`src/rtl/decoder_rr_arbiter_pkg.sv`:
```
// Shared constants and state encoding for the round-robin decoder arbiter.
`timescale 1ns/1ps
package decoder_rr_arbiter_pkg;
   localparam int unsigned NUM_REQ = 8;
   localparam int unsigned IDX_W = 3;
   localparam int unsigned HOLD_W = 8;
   localparam logic [1:0] DEC_ENA_ON = 2'b10;
   localparam logic [1:0] DEC_ENA_OFF = 2'b00;

   typedef enum logic [1:0] {
      IDLE = 2'd0,
      GRANT = 2'd1,
      GAP = 2'd2
   } state_t;
endpackage

```
`src/rtl/decoder_rr_arbiter_rr_pick.sv`:
```
// Wrap-around priority search: first set request bit scanning upward from ptr+1.
`timescale 1ns/1ps
module rr_pick
   import decoder_rr_arbiter_pkg::*;
(
   input  logic [NUM_REQ-1:0] req,
   input  logic [IDX_W-1:0]   ptr,
   output logic [IDX_W-1:0]   idx,
   output logic               found
);

   logic [IDX_W-1:0] cand;

   always_comb begin
      idx = '0;
      found = 1'b0;
      cand = '0;
      // candidate index wraps naturally in IDX_W bits; i == NUM_REQ revisits ptr last
      for (int i = 1; i <= NUM_REQ; i++) begin
         cand = ptr + IDX_W'(i);
         if (!found && req[cand]) begin
            found = 1'b1;
            idx = cand;
         end
      end
   end

endmodule

```
`src/rtl/decoder_rr_arbiter.sv`:
```
// Round-robin arbiter granting one of eight requesters access to a shared 3-8 decoder.
`timescale 1ns/1ps
module decoder_rr_arbiter
   import decoder_rr_arbiter_pkg::*;
#(
   parameter int unsigned MAX_HOLD = 16
) (
   input  logic               iClk,
   input  logic               iRst_n,
   input  logic [NUM_REQ-1:0] iReq,
   input  logic               iDone,
   output logic [NUM_REQ-1:0] oGrant,
   output logic [IDX_W-1:0]   oGrantIdx,
   output logic               oGrantVld,
   output logic [IDX_W-1:0]   oDecData,
   output logic [1:0]         oDecEna,
   output logic               oTimeout
);

   localparam logic [HOLD_W-1:0] HOLD_LAST = HOLD_W'(MAX_HOLD - 1);

   state_t state, state_nxt;
   logic [IDX_W-1:0] ptr, ptr_nxt;
   logic [IDX_W-1:0] cur_idx, cur_nxt;
   logic [HOLD_W-1:0] hold_cnt, hold_nxt;
   logic timeout_nxt;
   logic at_limit;
   logic [IDX_W-1:0] pick_idx;
   logic pick_found;

   logic grant_vld_nxt;
   logic [IDX_W-1:0] grant_idx_nxt;
   logic [NUM_REQ-1:0] grant_nxt;
   logic [1:0] dec_ena_nxt;

   rr_pick u_rr_pick (
      .req   (iReq),
      .ptr   (ptr),
      .idx   (pick_idx),
      .found (pick_found)
   );

   always_ff @(posedge iClk or negedge iRst_n) begin
      if (!iRst_n) begin
         state <= IDLE;
         ptr <= 3'd7;
         cur_idx <= '0;
         hold_cnt <= '0;
      end else begin
         state <= state_nxt;
         ptr <= ptr_nxt;
         cur_idx <= cur_nxt;
         hold_cnt <= hold_nxt;
      end
   end

   always_comb begin
      state_nxt = state;
      ptr_nxt = ptr;
      cur_nxt = cur_idx;
      hold_nxt = hold_cnt;
      timeout_nxt = 1'b0;
      at_limit = (hold_cnt == HOLD_LAST);
      case (state)
         IDLE: begin
            if (pick_found) begin
               state_nxt = GRANT;
               cur_nxt = pick_idx;
               hold_nxt = '0;
            end
         end
         GRANT: begin
            if (iDone || !iReq[cur_idx] || at_limit) begin
               state_nxt = GAP;
               ptr_nxt = cur_idx;
               // a completion or withdrawal on the limit edge is a normal release
               timeout_nxt = at_limit && !iDone && iReq[cur_idx];
            end else begin
               hold_nxt = hold_cnt + 1'b1;
            end
         end
         GAP: begin
            state_nxt = IDLE;
            hold_nxt = '0;
         end
         default: state_nxt = IDLE;
      endcase
   end

   // Outputs are derived from the next state so they register on the same edge.
   always_comb begin
      grant_vld_nxt = (state_nxt == GRANT);
      grant_idx_nxt = grant_vld_nxt ? cur_nxt : '0;
      grant_nxt = grant_vld_nxt ? (NUM_REQ'(1) << cur_nxt) : '0;
      dec_ena_nxt = grant_vld_nxt ? DEC_ENA_ON : DEC_ENA_OFF;
   end

   always_ff @(posedge iClk or negedge iRst_n) begin
      if (!iRst_n) begin
         oGrant <= '0;
         oGrantIdx <= '0;
         oGrantVld <= 1'b0;
         oDecData <= '0;
         oDecEna <= DEC_ENA_OFF;
         oTimeout <= 1'b0;
      end else begin
         oGrant <= grant_nxt;
         oGrantIdx <= grant_idx_nxt;
         oGrantVld <= grant_vld_nxt;
         oDecData <= grant_idx_nxt;
         oDecEna <= dec_ena_nxt;
         oTimeout <= timeout_nxt;
      end
   end

endmodule

```
`config.mk`:
```
export PLATFORM = sky130hd
export DESIGN_NAME = decoder_rr_arbiter
export DESIGN_NICKNAME = d
export VERILOG_FILES = /design/src/rtl/decoder_rr_arbiter_pkg.sv /design/src/rtl/decoder_rr_arbiter_rr_pick.sv /design/src/rtl/decoder_rr_arbiter.sv
export SDC_FILE = /design/constraint.sdc
export NUM_CORES = 1
export LEC_CHECK = 0
export ABC_AREA = 0
export BUFFER_PORTS_ARGS = -buffer_cell sky130_fd_sc_hd__buf_4
export CORE_UTILIZATION = 45
export DETAILED_ROUTE_END_ITERATION = 10
export PLACE_DENSITY_LB_ADDON = 0.08
export RECOVER_POWER = 50
export SLEW_MARGIN = 20
export SYNTH_ARGS = -nofsm -noshare
export SYNTH_HDL_FRONTEND = slang
export SYNTH_SLANG_ARGS = --single-unit
```
`constraint.sdc`:
```
create_clock -name iClk -period 5.25 [get_ports iClk]
set_input_delay 0.2625 -clock iClk [delete_from_list [all_inputs] [get_ports iClk]]
set_output_delay 0.2625 -clock iClk [all_outputs]
set_load 0.005 [all_outputs]
```
# Yosys cells after proc, flatten, opt, wreduce, memory -nomap -nowiden
# Index checks and enable logic that the tools add are counted.
totals:
  register_bits: 31
  latch_bits: 0
  mem_bits_rw: 0
  mem_bits_ro: 0
  out_inout_bits: 18
  elab_cells: 104
  mem_count: 0
classes:
  add_sub_neg: 8
  multipliers: 0
  div: 0
  order_cmp: 9
  n_eq_ne: 6
  shifts: 1
  muxes: 47
  n_bitwise: 0
  reduce_logical: 24
op_table:
  columns: ["cell", "count"]
  rows:
  - ["$lt 3x4->1 const B", 9]
  - ["$mux 3", 11]
  - ["$bmux 1 s3", 9]
  - ["$mux 8", 3]
  - ["$pmux 8 s3", 1]
  - ["$mux 1", 19]
  - ["$add 3x3->3 const B", 4]
  - ["$logic_and 1x1->1", 9]
  - ["$logic_not 1->1", 9]
  - ["$add 8x1->8 const B", 1]
  - ["$eq 8x4->1 const B", 1]
  - ["$shl 1x3->8 const A", 1]
  - ["$add 3x2->3 const B", 2]
  - ["$mux 2", 3]
  - ["$eq 2x1->1 const B", 2]
  - ["$ne 2x2->1 const B", 2]
  - ["$pmux 2 s2", 1]
  - ["$add 3x1->3 const B", 1]
  - ["$reduce_and 3->1", 1]
  - ["$reduce_bool 3->1", 1]
  - ["$eq 2x2->1 const B", 1]
  - ["$logic_not 2->1", 1]
  - ["$logic_or 1x1->1", 2]
  - ["$reduce_and 2->1", 1]

# Depth between registers and ports, before layout
depth:
  word_depth: 29
  depth_mapped: 14

# Modules after synthesis
# Synthesis repeated with hierarchy kept, for this count alone.
hier_totals:
  cells_unflattened: 211
  hier_area_um2: 2140.8
by_module_without_submodules:
  columns: ["mod", "instances", "cells_each", "area_each_um2", "seq_area_each_um2"]
  rows:
  - ["decoder_rr_arbiter", 1, 118, 1355.0, 729.4]
  - ["rr_pick", 1, 93, 785.8, 0.0]

# Worst setup path before layout
# No wires, ideal clock.
synth_path:
  kind: "reg2reg"
  from: "reg ptr[1]"
  to: "reg oGrant[7]"
  setup_ns: 0.120
  t_arrival_ns: 3.103
  required_ns: 5.130
  path_slack_ns: 2.028
  stages_incl_launch_ff: 15
  path_buffers: 4
  synth_period_minus_slack_ns: 3.222
  path_cell_list: "dfstp_2 > buf_6 > buf_6 > inv_1 > ha_1 > buf_2 > buf_2 > mux4_2 > a21oi_1 > o22ai_1 > o21ai_0 > nand2_1 > o32ai_4 > inv_2 > and3_1"
synth_between:
  elab_chain_cells: 29
  word_cells_on_any_way: 60
  classes_between: "7 x add/sub; 1 x eq/ne; 1 x shift; 37 x mux; 14 x reduce/logical"
synth_lines:
  columns: ["item", "line", "source"]
  rows:
  - ["from (decl)", "decoder_rr_arbiter.sv:23", "logic [IDX_W-1:0] ptr, ptr_nxt;"]
  - ["from (signal assigned)", "decoder_rr_arbiter.sv:51", "ptr <= ptr_nxt;"]
  - ["$add 3x1->3", "decoder_rr_arbiter_rr_pick.sv:20", "cand = ptr + IDX_W'(i);"]
  - ["$bmux 1 s3", "decoder_rr_arbiter_rr_pick.sv:21", "if (!found && req[cand]) begin"]
  - ["$mux 1 (implied by the code)", "decoder_rr_arbiter_rr_pick.sv:21", null]
  - ["$mux 1", "decoder_rr_arbiter_rr_pick.sv:21", null]
  - ["$logic_not 1->1", "decoder_rr_arbiter_rr_pick.sv:21", null]
  - ["$logic_and 1x1->1", "decoder_rr_arbiter_rr_pick.sv:21", null]
  - ["$mux 1", "decoder_rr_arbiter_rr_pick.sv:21", null]
  - ["$logic_not 1->1", "decoder_rr_arbiter_rr_pick.sv:21", null]
  - ["[... 15 more ...]", null, null]
  - ["$logic_and 1x1->1", "decoder_rr_arbiter_rr_pick.sv:21", null]
  - ["$mux 3 / $mux 1 (equally long branches)", "decoder_rr_arbiter_rr_pick.sv:21", null]
  - ["$mux 3 *", "decoder_rr_arbiter.sv:66", "if (pick_found) begin"]
  - ["$mux 3 *", "decoder_rr_arbiter.sv:64", "case (state)"]
  - ["net cur_nxt[2]", "decoder_rr_arbiter.sv:24", "logic [IDX_W-1:0] cur_idx, cur_nxt;"]
  - ["$shl 1x3->8 *", "decoder_rr_arbiter.sv:94", "grant_nxt = grant_vld_nxt ? (NUM_REQ'(1) << cur_nxt) : '0;"]
  - ["$mux 8 *", "decoder_rr_arbiter.sv:94", null]
  - ["net grant_nxt[7]", "decoder_rr_arbiter.sv:33", "logic [NUM_REQ-1:0] grant_nxt;"]
  - ["to (signal assigned)", "decoder_rr_arbiter.sv:107", "oGrant <= grant_nxt;"]
  - ["to (decl)", "decoder_rr_arbiter.sv:12", "output logic [NUM_REQ-1:0] oGrant,"]
# Mark *: on every way through the listed nets, which the timed path passes. The rest lies on a longest branch. The select of a mux whose other input is x is not followed.
# A chain may end at the register's enable or synchronous reset.

# Worst setup path after layout
layout_path:
  from: "reg ptr[0]"
  to: "reg oGrant[4]"
layout_between:
  elab_chain_cells: 29
  word_cells_on_any_way: 60
  classes_between: "7 x add/sub; 1 x eq/ne; 1 x shift; 37 x mux; 14 x reduce/logical"
layout_lines:
  columns: ["item", "line"]
  rows:
  - ["$add 3x1->3", "decoder_rr_arbiter_rr_pick.sv:20"]
  - ["$bmux 1 s3", "decoder_rr_arbiter_rr_pick.sv:21"]
  - ["$mux 1 (implied by the code)", "decoder_rr_arbiter_rr_pick.sv:21"]
  - ["$mux 1", "decoder_rr_arbiter_rr_pick.sv:21"]
  - ["$logic_not 1->1", "decoder_rr_arbiter_rr_pick.sv:21"]
  - ["$logic_and 1x1->1", "decoder_rr_arbiter_rr_pick.sv:21"]
  - ["$mux 1", "decoder_rr_arbiter_rr_pick.sv:21"]
  - ["$logic_not 1->1", "decoder_rr_arbiter_rr_pick.sv:21"]
  - ["[... 14 more ...]", null]
  - ["$logic_not 1->1", "decoder_rr_arbiter_rr_pick.sv:21"]
  - ["$logic_and 1x1->1", "decoder_rr_arbiter_rr_pick.sv:21"]
  - ["$mux 1 / $mux 3 (equally long branches)", "decoder_rr_arbiter_rr_pick.sv:21"]
  - ["$mux 2 / $mux 3 (equally long branches)", "decoder_rr_arbiter.sv:66"]
  - ["$pmux 2 s2 / $mux 3 (equally long branches)", "decoder_rr_arbiter.sv:64"]
  - ["$eq 2x1->1 / $shl 1x3->8 (equally long branches)", "decoder_rr_arbiter.sv:92, decoder_rr_arbiter.sv:94"]
  - ["$mux 8 *", "decoder_rr_arbiter.sv:94"]
  - ["net grant_nxt[4]", "decoder_rr_arbiter.sv:33"]
# Marks and branches as above.

==> impl_metrics.csv <==
group,metric,value,unit
timing,final.setup_skew,1.97,ps
power,combPwrFrac,67.9,%
critical_path,critical-path-slowest-cell,"sky130_fd_sc_hd__ha_1",
timing,finalCritPeriodShare,75.9,%
yosys,most_instantiated_library_cell_after_synthesis,"sky130_fd_sc_hd__dfrtp_1",
timing,setup_viol,0,
min_path,hold_path.class,"primary input to flop",
critical_path,startpoint_type,"flop",
job,max_cap_violations,1,
detailed_routing,count_of_tritonroute_iterations_in_the_first_routing_pass,4,
yosys,post_synth_top_area_cell,"sky130_fd_sc_hd__dfrtp_1",
final_layout,multiInputGateArea,1550,um2
critical_path,cpMostUsedCell,"sky130_fd_sc_hd__mux2i_1",
floorplan,core-area,5140,um2
yosys,synth-async-reset-ratio,100,%
global_routing,grt_util_all_layers,20.5,%
detailed_routing,vias_per_cell,5.73,
yosys,share_of_synthesized_area_occupied_by_flip_flops_and_latches,30.1,%
placement,postPlaceCellArea,2630,um2
detailed_routing,routedWlPerCell,16.2,um
placement,port_buffers,27,
clock_tree,post_cts.resized_instances,0,
yosys,synth-main-ff-cell,"sky130_fd_sc_hd__dfrtp_1",
final_layout,filler_cell_count,483,
timing,layout_setup_ws,1270,ps
yosys,mappedNetlistArea,2430,um2
global_routing,first_global_vias,1775,
yosys,yosys_warnings,0,
detailed_routing,postRouteWirelength,5240,um
yosys,synth-seq-cells,29,
critical_path,worst_setup_path_end_kind,"flop",
timing,unrepaired_setup_endpoints_after_global_routing,"false",
placement,globalplace.congestion,0.862,
timing,max_freq,251,MHz
timing,tightestPinTransition,1520,ps
yosys,edff_count_synth,0,
yosys,synth.net_count,243,
power,leakagePower,1.19,nW
power,total_switching_power,917,uW
final_layout,flow.area_growth_from_synthesis,14.0,%
clock_tree,tritoncts,"built",
final_layout,design.final.nets,266,
final_layout,fraction_of_final_layout_cells_sized_beyond_drive_strength_1,32.0,%
status,run_status,"complete, but fails checks",
floorplan,pin_count,29,
clock_tree,insertion_delay,270,ps
yosys,synth_top_cells_by_area,"sky130_fd_sc_hd__dfrtp_1 (27%), sky130_fd_sc_hd__mux4_2 (9.3%), sky130_fd_sc_hd__mux2i_1 (9.1%), sky130_fd_sc_hd__dfstp_2 (3.2%), sky130_fd_sc_hd__nand2_1 (3.2%)",
timing,hold_ws,288,ps
yosys,synth.avg_cell_area,10.6,um2
clock_tree,clockRootBuffer,"sky130_fd_sc_hd__clkbuf_8",
power,ir_drop,0.356,mV
clock_tree,h-tree-depth,2,
final_layout,final-seq-area,729,um2
detailed_routing,drtAntennaViolNets,0,
clock_tree,clk_path_buf_depth,2,
placement,dp_worst_setup_slack,1320,ps
global_routing,antenna_found_initial,0,
critical_path,critical_path.cell_chain,"buf_4, inv_2, ha_1, mux2i_1, mux2i_1, o221ai_1, nor4_1, a211o_1, a21oi_2, o21ai_0, a21boi_1",
power,fraction_of_power_spent_switching_nets,45.8,%
clock_tree,tritoncts.num_buffers,5,
detailed_routing,drc_errors,0,
floorplan,fp.dieW,75.4,um
yosys,yosysUniqueCellTypes,63,
critical_path,path_class,"flop to flop",
timing,timing_hold_violations_final,0,
global_routing,grt_max_degree,30,
clock_tree,cts_sinks,29,
placement,place_hpwl,3900,um
power,internal_power,1.09,mW
timing,final.setup.tns,0,ps
yosys,synth_largest_type_area_fraction,26.8,%
critical_path,cp.required,5450,ps
power,sequentialPowerShare,18.4,%
timing,timing.slew.headroom,-1.16,%
power,cellPowerDensity,724,nW/um2
critical_path,critPathArrivalTime,4180,ps
timing,total_count_of_max_transition_violations_in_the_final_report,30,
final_layout,antennaDiodeCount,0,
floorplan,initial_utilization,47.2,%
floorplan,rows,26,
floorplan,floorplan.die_area,5690,um2
floorplan,dieHeight,75.4,um
power,clock_power_share,13.7,%
global_routing,grt_first_pass_wirelength,8840,um
critical_path,cp_slowest_stage_delay,770,ps
detailed_routing,dr.first_iter.drc_count,92,
yosys,yosys-top-cells-count,"sky130_fd_sc_hd__dfrtp_1 (26), sky130_fd_sc_hd__mux2i_1 (22), sky130_fd_sc_hd__nand2_1 (21), sky130_fd_sc_hd__nor2_1 (19), sky130_fd_sc_hd__nand3_1 (13)",
status,failed_checks,"max-capacitance violations, max-slew violations",
yosys,synthCells,229,
detailed_routing,detailroute.via_count,1850,
clock_tree,cts_setup_buffers,0,
final_layout,design_area,2770,um2
critical_path,crit_path_max_fanout,28,
timing,period_minus_slack,3980,ps
clock_tree,clkTransAtPathRegs,70,ps
global_routing,gr-total-overflow,0,
## what timing repair did
action	CTS	global route
hold buffers	1	0
hold endpoints to repair	26	0
setup endpoints to repair	0	0
## flip-flops by register name, indices dropped and copies added (netlist names)
name	count
hold_cnt	8
cur_idx	3
oDecData	3
oTimeout	1
ptr	3
oGrant	8
oDecEna	1
state	2
## per-stage QoR
step / power [mW] / cells / utilization (%)
after CTS: 2.00 / 323 / 53.9
after global placement: 1.73 / 314 / 51.1
after global routing: 2.16 / 323 / 53.8
after detailed placement: 1.72 / 314 / 51.1
after floorplan: 1.48 / 229 / -
final: 2.00 / 323 / 53.8
## path summary, 6_finish.rpt
path | from | end | slack, ps | depth (start not counted)
max | ptr[0]$_DFFE_PN1P_ | oGrant[4]$_DFF_PN0_ | 1270 | 11
min | iDone | oTimeout$_DFF_PN0_ | 290 | 4
max reg2reg | ptr[0]$_DFFE_PN1P_ | oGrant[4]$_DFF_PN0_ | 1270 | 11
min reg2reg | hold_cnt[1]$_DFFE_PN0P_ | hold_cnt[1]$_DFFE_PN0P_ | 530 | 1
max in group asynchronous | iRst_n | cur_idx[2]$_DFF_PN0_ | 3480 | 2
min in group asynchronous | iRst_n | oDecData[2]$_DFF_PN0_ | 890 | 2
## area by class of cell
class | count | share of cell area (%)
Timing Repair Buffer | 30 | 8.10
Clock buffer | 5 | 2.49
Multi-Input combinational cell | 175 | 56.0
Sequential cell | 29 | 26.4
Inverter | 11 | 1.49
Tap cell | 70 | 3.17
Clock inverter | 3 | 2.35
## kinds of logic after synthesis
| logic type | Yosys count | share of synthesized area (%) |
|---|---|---|
| AOI/OAI and AO/OA | 42 | 15.4 |
| xor gates and xnor gates | 9 | 5.11 |
| adders and majority gates | 3 | 1.55 |
| buffers and inverters | 25 | 6.09 |
| DFF | 29 | 30.1 |
| muxes | 38 | 22.7 |
| other | 1 | 0.155 |
| and+or+nand+nor | 82 | 18.9 |
## routing by layer
metal	routed length, um	GRT usage [%]
met1	2550	30.7
met2	2460	31.5
met3	214	3.84
met4	8	2.88
met5	0	0
## power groups by stage
stage	clock, mW	combinational (mW)	sequential [mW]
2_1_floorplan	0	1.13	0.347
3_3_place_gp	0	1.36	0.374
3_5_place_dp	0	1.35	0.375
4_1_cts	0.279	1.35	0.370
5_1_grt	0.291	1.49	0.379
6_report	0.275	1.36	0.368
## cells in the final DEF, fill, tap and decap left out, types with 4 or more instances in the layout
cell / n
sky130_fd_sc_hd__clkbuf_8: 5
sky130_fd_sc_hd__and3_1: 5
sky130_fd_sc_hd__o221ai_1: 5
sky130_fd_sc_hd__buf_4: 20
sky130_fd_sc_hd__mux2i_1: 22
sky130_fd_sc_hd__mux4_2: 10
sky130_fd_sc_hd__nor2_1: 19
sky130_fd_sc_hd__dfrtp_1: 26
sky130_fd_sc_hd__clkbuf_4: 8
sky130_fd_sc_hd__nand3_1: 13
sky130_fd_sc_hd__a21oi_1: 5
sky130_fd_sc_hd__inv_1: 8
sky130_fd_sc_hd__nand2_1: 21
sky130_fd_sc_hd__o21ai_0: 6
sky130_fd_sc_hd__nor3b_2: 4
## worst max-delay path, delay by kind of cell (launching register included)
kind	cells	cell delay [ps]
adder cells (fa/ha/maj)	1	770
multiplexers	2	470
AO/OA/AOI/OAI	5	1560
buffers and inverters	2	480
AND/OR/NAND/NOR	1	120
flip-flops	1	510
No activity file was read; power rests on OpenSTA's default activity.
